## config.mk

```make
export PLATFORM = sky130hd
export DESIGN_NAME = circuit1_tt_sweeper
export DESIGN_NICKNAME = d
export VERILOG_FILES = /design/src/rtl/circuit1_tt_sweeper.sv
export SDC_FILE = /design/constraint.sdc
export NUM_CORES = 1
export LEC_CHECK = 0
export ABC_AREA = 1
export CORE_ASPECT_RATIO = 1.25
export CORE_MARGIN = 5
export CORE_UTILIZATION = 45
export CTS_CLUSTER_DIAMETER = 80
export DETAILED_ROUTE_END_ITERATION = 8
export HOLD_SLACK_MARGIN = 0.06
export PLACE_DENSITY = 0.72
export SYNTH_ARGS = -nofsm -noshare
export SYNTH_HDL_FRONTEND = slang
export SYNTH_SLANG_ARGS = --single-unit
```

## constraint.sdc

```tcl
create_clock -name clk -period 1.8 [get_ports clk]
set_input_delay 0.54 -clock clk [delete_from_list [all_inputs] [get_ports clk]]
set_output_delay 0.54 -clock clk [all_outputs]
set_load 0.02 [all_outputs]
```

## src/rtl/circuit1_tt_sweeper.sv

```systemverilog
// Self-running truth-table sweeper for circuit_1: drives all 8 {a,b,c} vectors,
// samples y after SETTLE_CYC extra cycles and compares against EXP_TT. Option: SWEEP_STOP_ON_FAIL_EN.
module circuit1_tt_sweeper #(
  parameter logic [7:0]  EXP_TT     = 8'hE8,
  parameter int unsigned SETTLE_CYC = 2
) (
  input  logic       clk,
  input  logic       rst,
  input  logic       start,
  output logic       a,
  output logic       b,
  output logic       c,
  input  logic       y,
  output logic       busy,
  output logic       done,
  output logic       pass,
  output logic [7:0] captured,
  output logic [3:0] mismatch_cnt
);

  localparam int unsigned CNT_W = 4;
  localparam int unsigned IDX_W = 3;

  typedef enum logic [1:0] {
    IDLE = 2'd0,
    HOLD = 2'd1,
    DONE = 2'd2
  } state_t;

  state_t           state;
  logic [IDX_W-1:0] idx;
  logic [CNT_W-1:0] cnt;

  logic       sample_c;
  logic       miss_c;
  logic [7:0] cap_nxt_c;
  logic [3:0] mm_nxt_c;

  // Stimulus comes straight from the vector-index flops, so a/b/c are glitch-free.
  assign a = idx[2];
  assign b = idx[1];
  assign c = idx[0];

  // Sample-edge view of the result registers, including the current y.
  always_comb begin
    sample_c       = (state == HOLD) && (cnt == CNT_W'(SETTLE_CYC));
    miss_c         = (y != EXP_TT[idx]);
    cap_nxt_c      = captured;
    cap_nxt_c[idx] = y;
    mm_nxt_c       = mismatch_cnt + (miss_c ? 4'd1 : 4'd0);
  end

  always_ff @(posedge clk or posedge rst) begin
    if (rst) begin
      state        <= IDLE;
      idx          <= '0;
      cnt          <= '0;
      busy         <= 1'b0;
      done         <= 1'b0;
      pass         <= 1'b0;
      captured     <= '0;
      mismatch_cnt <= '0;
    end else begin
      case (state)
        IDLE, DONE: begin
          if (start) begin
            state        <= HOLD;
            idx          <= '0;
            cnt          <= '0;
            busy         <= 1'b1;
            done         <= 1'b0;
            pass         <= 1'b0;
            captured     <= '0;
            mismatch_cnt <= '0;
          end
        end
        HOLD: begin
          if (!sample_c) begin
            cnt <= cnt + CNT_W'(1);
          end else begin
            cnt          <= '0;
            captured     <= cap_nxt_c;
            mismatch_cnt <= mm_nxt_c;
`ifdef SWEEP_STOP_ON_FAIL_EN
            // First mismatch ends the sweep; idx keeps the failing vector on a/b/c.
            if (miss_c) begin
              state <= DONE;
              busy  <= 1'b0;
              done  <= 1'b1;
              pass  <= 1'b0;
            end else
`endif
            if (idx == IDX_W'(7)) begin
              state <= DONE;
              busy  <= 1'b0;
              done  <= 1'b1;
              pass  <= (cap_nxt_c == EXP_TT);
            end else begin
              idx <= idx + IDX_W'(1);
            end
          end
        end
        default: state <= IDLE;
      endcase
    end
  end

endmodule

```

==> results of run 1 <==
==> repair_timing <==
item | 4_1_cts | 5_1_grt
gates cloned | 0 | 0
resized for setup | 20 | 4
hold buffers | 0 | 0
endpoints found under the hold margin | 0 | 0
buffers inserted | 0 | 0
pin swaps | 0 | 1
endpoints found under the setup margin | 19 | 4
==> registers in the layout (all words and copies together) (netlist names) <==
register	flops
mismatch_cnt	4
idx	3
busy	1
captured	8
state	2
done	1
cnt	4
pass	1
==> power groups by stage <==
stage / Combinational, mW / Clock (mW) / Sequential (mW)
2_1_floorplan: 0.921 / 0 / 1.09
3_3_place_gp: 1.61 / 0 / 0.945
3_5_place_dp: 1.65 / 0 / 0.959
4_1_cts: 1.56 / 0.405 / 0.942
5_1_grt: 1.76 / 0.425 / 0.981
6_report: 1.55 / 0.394 / 0.943
==> cells in the mapped netlist <==
| cell type | number |
|---|---|
| nor2_4 | 2 |
| o2111ai_1 | 1 |
| a21oi_1 | 1 |
| nand2_2 | 2 |
| nand3_1 | 14 |
| nand4_1 | 5 |
| o21ai_0 | 9 |
| a21oi_2 | 1 |
| buf_2 | 3 |
| a22o_1 | 5 |
| nor2_2 | 1 |
| o21a_1 | 1 |
| nand2_1 | 40 |
| o22ai_1 | 4 |
| inv_1 | 16 |
| ha_1 | 7 |
| nor2_1 | 10 |
| inv_4 | 1 |
| xor2_1 | 3 |
| o21ai_1 | 3 |
| dfrtp_1 | 24 |
| inv_2 | 3 |
| nor2_8 | 1 |
==> per-layer routing <==
layer	wire, um	up-vias	part of all wire, %	global-route usage, %
met5	0	-	0	0
li1	-	593	-	-
met3	127	5	4.5	1.85
met2	1450	30	51	27.6
met1	1220	542	43	19.3
met4	40	0	1.4	5.93
==> metrics by stage <==
step	area [um2]	TNS [ns]
3_3_place_gp	1650	-0.640
5_1_grt	1690	-0.00719
4_1_cts	1690	0
3_5_place_dp	1650	-0.714
2_1_floorplan	1330	0
6_report	1690	0
==> worst register-to-register path: cells and delay by family, from the launching register on <==
family	cells	cell delay (ns)
flops	1	0.46
xor+xnor	1	0.17
simple gates	1	0.07
compound gates	3	0.40
fa+ha+maj	3	0.56
==> worst paths after layout <==
path	end	depth (start not counted)
worst min-delay path	busy	2
max in group asynchronous	idx[1]	3
worst min register to register	busy	2
min in group asynchronous	idx[2]	3
worst max register to register	mismatch_cnt[2]	8
worst max-delay path	b	2
==> final cells by class <==
class | instances | area share [%]
multi-input cells | 110 | 37.3
well taps | 36 | 2.67
flip-flops and latches | 24 | 35.8
clock buffers | 3 | 1.34
repair buffers | 33 | 16.3
clock inverters | 1 | 1.78
inverters | 20 | 4.75
==> cells by family (layout without fill, tap and decap cells) <==
| group | count (synthesis) | count (layout) | share of synthesized area (%) |
|---|---|---|---|
| buf+inv | 23 | 57 | 7.03 |
| flops | 24 | 24 | 45.6 |
| simple gates | 75 | 75 | 26.6 |
| fa+ha+maj | 7 | 7 | 6.65 |
| compound gates | 25 | 25 | 12.1 |
| xor+xnor | 3 | 3 | 2.00 |
==> reports/qor.yml, run 1 <==
outcome:
  status: "finished clean"
power_and_ir_drop:
  p_int_mw: 1.58
  clkPwrFrac_pct: 13.7
  cellPowerDensity_nw_per_um2: 1710
  power.total_mw: 2.88
  combPwrFrac_pct: 53.6
  power_leakage_nw: 0.887
  irDropWorstVdd_mv: 0.942
  seq_power_share_pct: 32.7
  p_sw_mw: 1.30
  swShare_pct: 45.2
critical_path:
  path_class: "register to output port"
  cp.arrival_ns: 1.21
  crit_path_top_delay_cell: "dfrtp_2"
  required_ns: 1.26
  r2r_start: "idx[0]"
  worst-path-buf-inv: 2
  cp-end-kind: "output port"
  r2r_slack_ns: 0.11
  startpoint: "idx[1]"
  startpoint_type: "register"
  cp_top_family: "buffers and inverters"
  cp_max_fo: 10
  crit_path_max_incr_delay_ns: 0.43
  worstPathCellList: "buf_4 > clkdlybuf4s15_1"
place:
  place_congestion: 0.810
  dp.cells: 223
  dpl.hpwl_mm: 2.20
  port_buffers: 21
  detailedPlace.worstSlack_ns: -0.190
global_routing:
  grt_pass1_wl_mm: 5.11
  antenna_found_initial: 0
  grt_max_degree: 25
  grt_usage_pct: 15.8
  grt_remaining_overflow: 0
  first_global_vias: 1181
sta:
  setup_viol: 0
  hold_violations: 0
  fin_skew_ns: 0.0129
  max_freq_mhz: 573
  tightest_slew_ns: 0.312
  worst_slack_ns: 0.0541
  hold_ws_ns: 0.502
  drv_slew: 0
  max-slew-margin-rel_pct: 79.2
  finalCritPeriodShare_pct: 97.0
  rsz0062_at_grt: "true"
  period_needed_ns: 1.75
yosys:
  netlist_area_um2: 1320
  synthTopCellsByArea: "dfrtp_1 (46%), nand2_1 (11%), ha_1 (6.7%)"
  yosysUniqueCellTypes: 23
  synth_nets: 168
  ys_seq_area_share_pct: 45.6
  yosys_warnings: 0
  post-synth-top-area-cell: "dfrtp_1"
  ys_ff_latch: 24
  avgSynthCellArea_um2: 8.38
  netlist_instances: 157
  synth_top_area_share_pct: 45.6
floorplanning:
  core_um2: 2890
  die_area_um2: 4110
  placementRows: 22
  die_h_um: 70.5
  io_pins: 22
  start_util_pct: 45.5
  die_w_um: 58.4
cells_and_area:
  fillers: 265
  postLayoutCoreUtil_pct: 58.4
  drive_above_1_share_pct: 17.3
  seqCellArea_um2: 604
  syn_to_final_growth_pct: 28.1
  multi_input_area_um2: 629
  final_common_cell: "nand2_1"
  nets: 203
  final_cell_mix: "nand2_1 (40), dfrtp_1 (21), inv_1 (16), dlygate4sd2_1 (16), nand3_1 (14)"
  layoutNonFillerInstCount: 227
  antenna_cells: 0
flow_run:
  drv_cap: 0
clock_network:
  htree_levels: 1
  path_clk_slew_ns: 0.14
  numCtsBuffers: 3
  cts_tree: "built"
  clkLatencyLatePin_ns: 0.33
  clock-sinks: 24
  cts_buffer_depth: 2
  clockRootBuffer: "clkbuf_4"
routing:
  postRouteWirelength_mm: 2.84
  drt_pass1_iterations: 4
  dr.first_iter.drc_count: 36
  post_drt_wl_per_cell_um: 12.5
  via_per_inst: 5.15
  drc: 0
  dr_total_vias: 1170
  antenna_left: 0
worst_hold_path:
  min_from: "busy"
  worstHoldPathType: "register to register"
No activity file was read; power rests on OpenSTA's default activity.
==> run 2, diff against run 1 <==
Settings changed: HOLD_SLACK_MARGIN 0.06 to 0.12, SLEW_MARGIN set to 30.
==> results of run 2 <==
Same layout as run 1: the final DEF is identical, and so are final timing and power.
==> run 3, diff against run 2 <==
Settings changed: SLEW_MARGIN 30 to unset.
==> results of run 3 <==
Same layout as run 1: the final DEF is identical, and so are final timing and power.
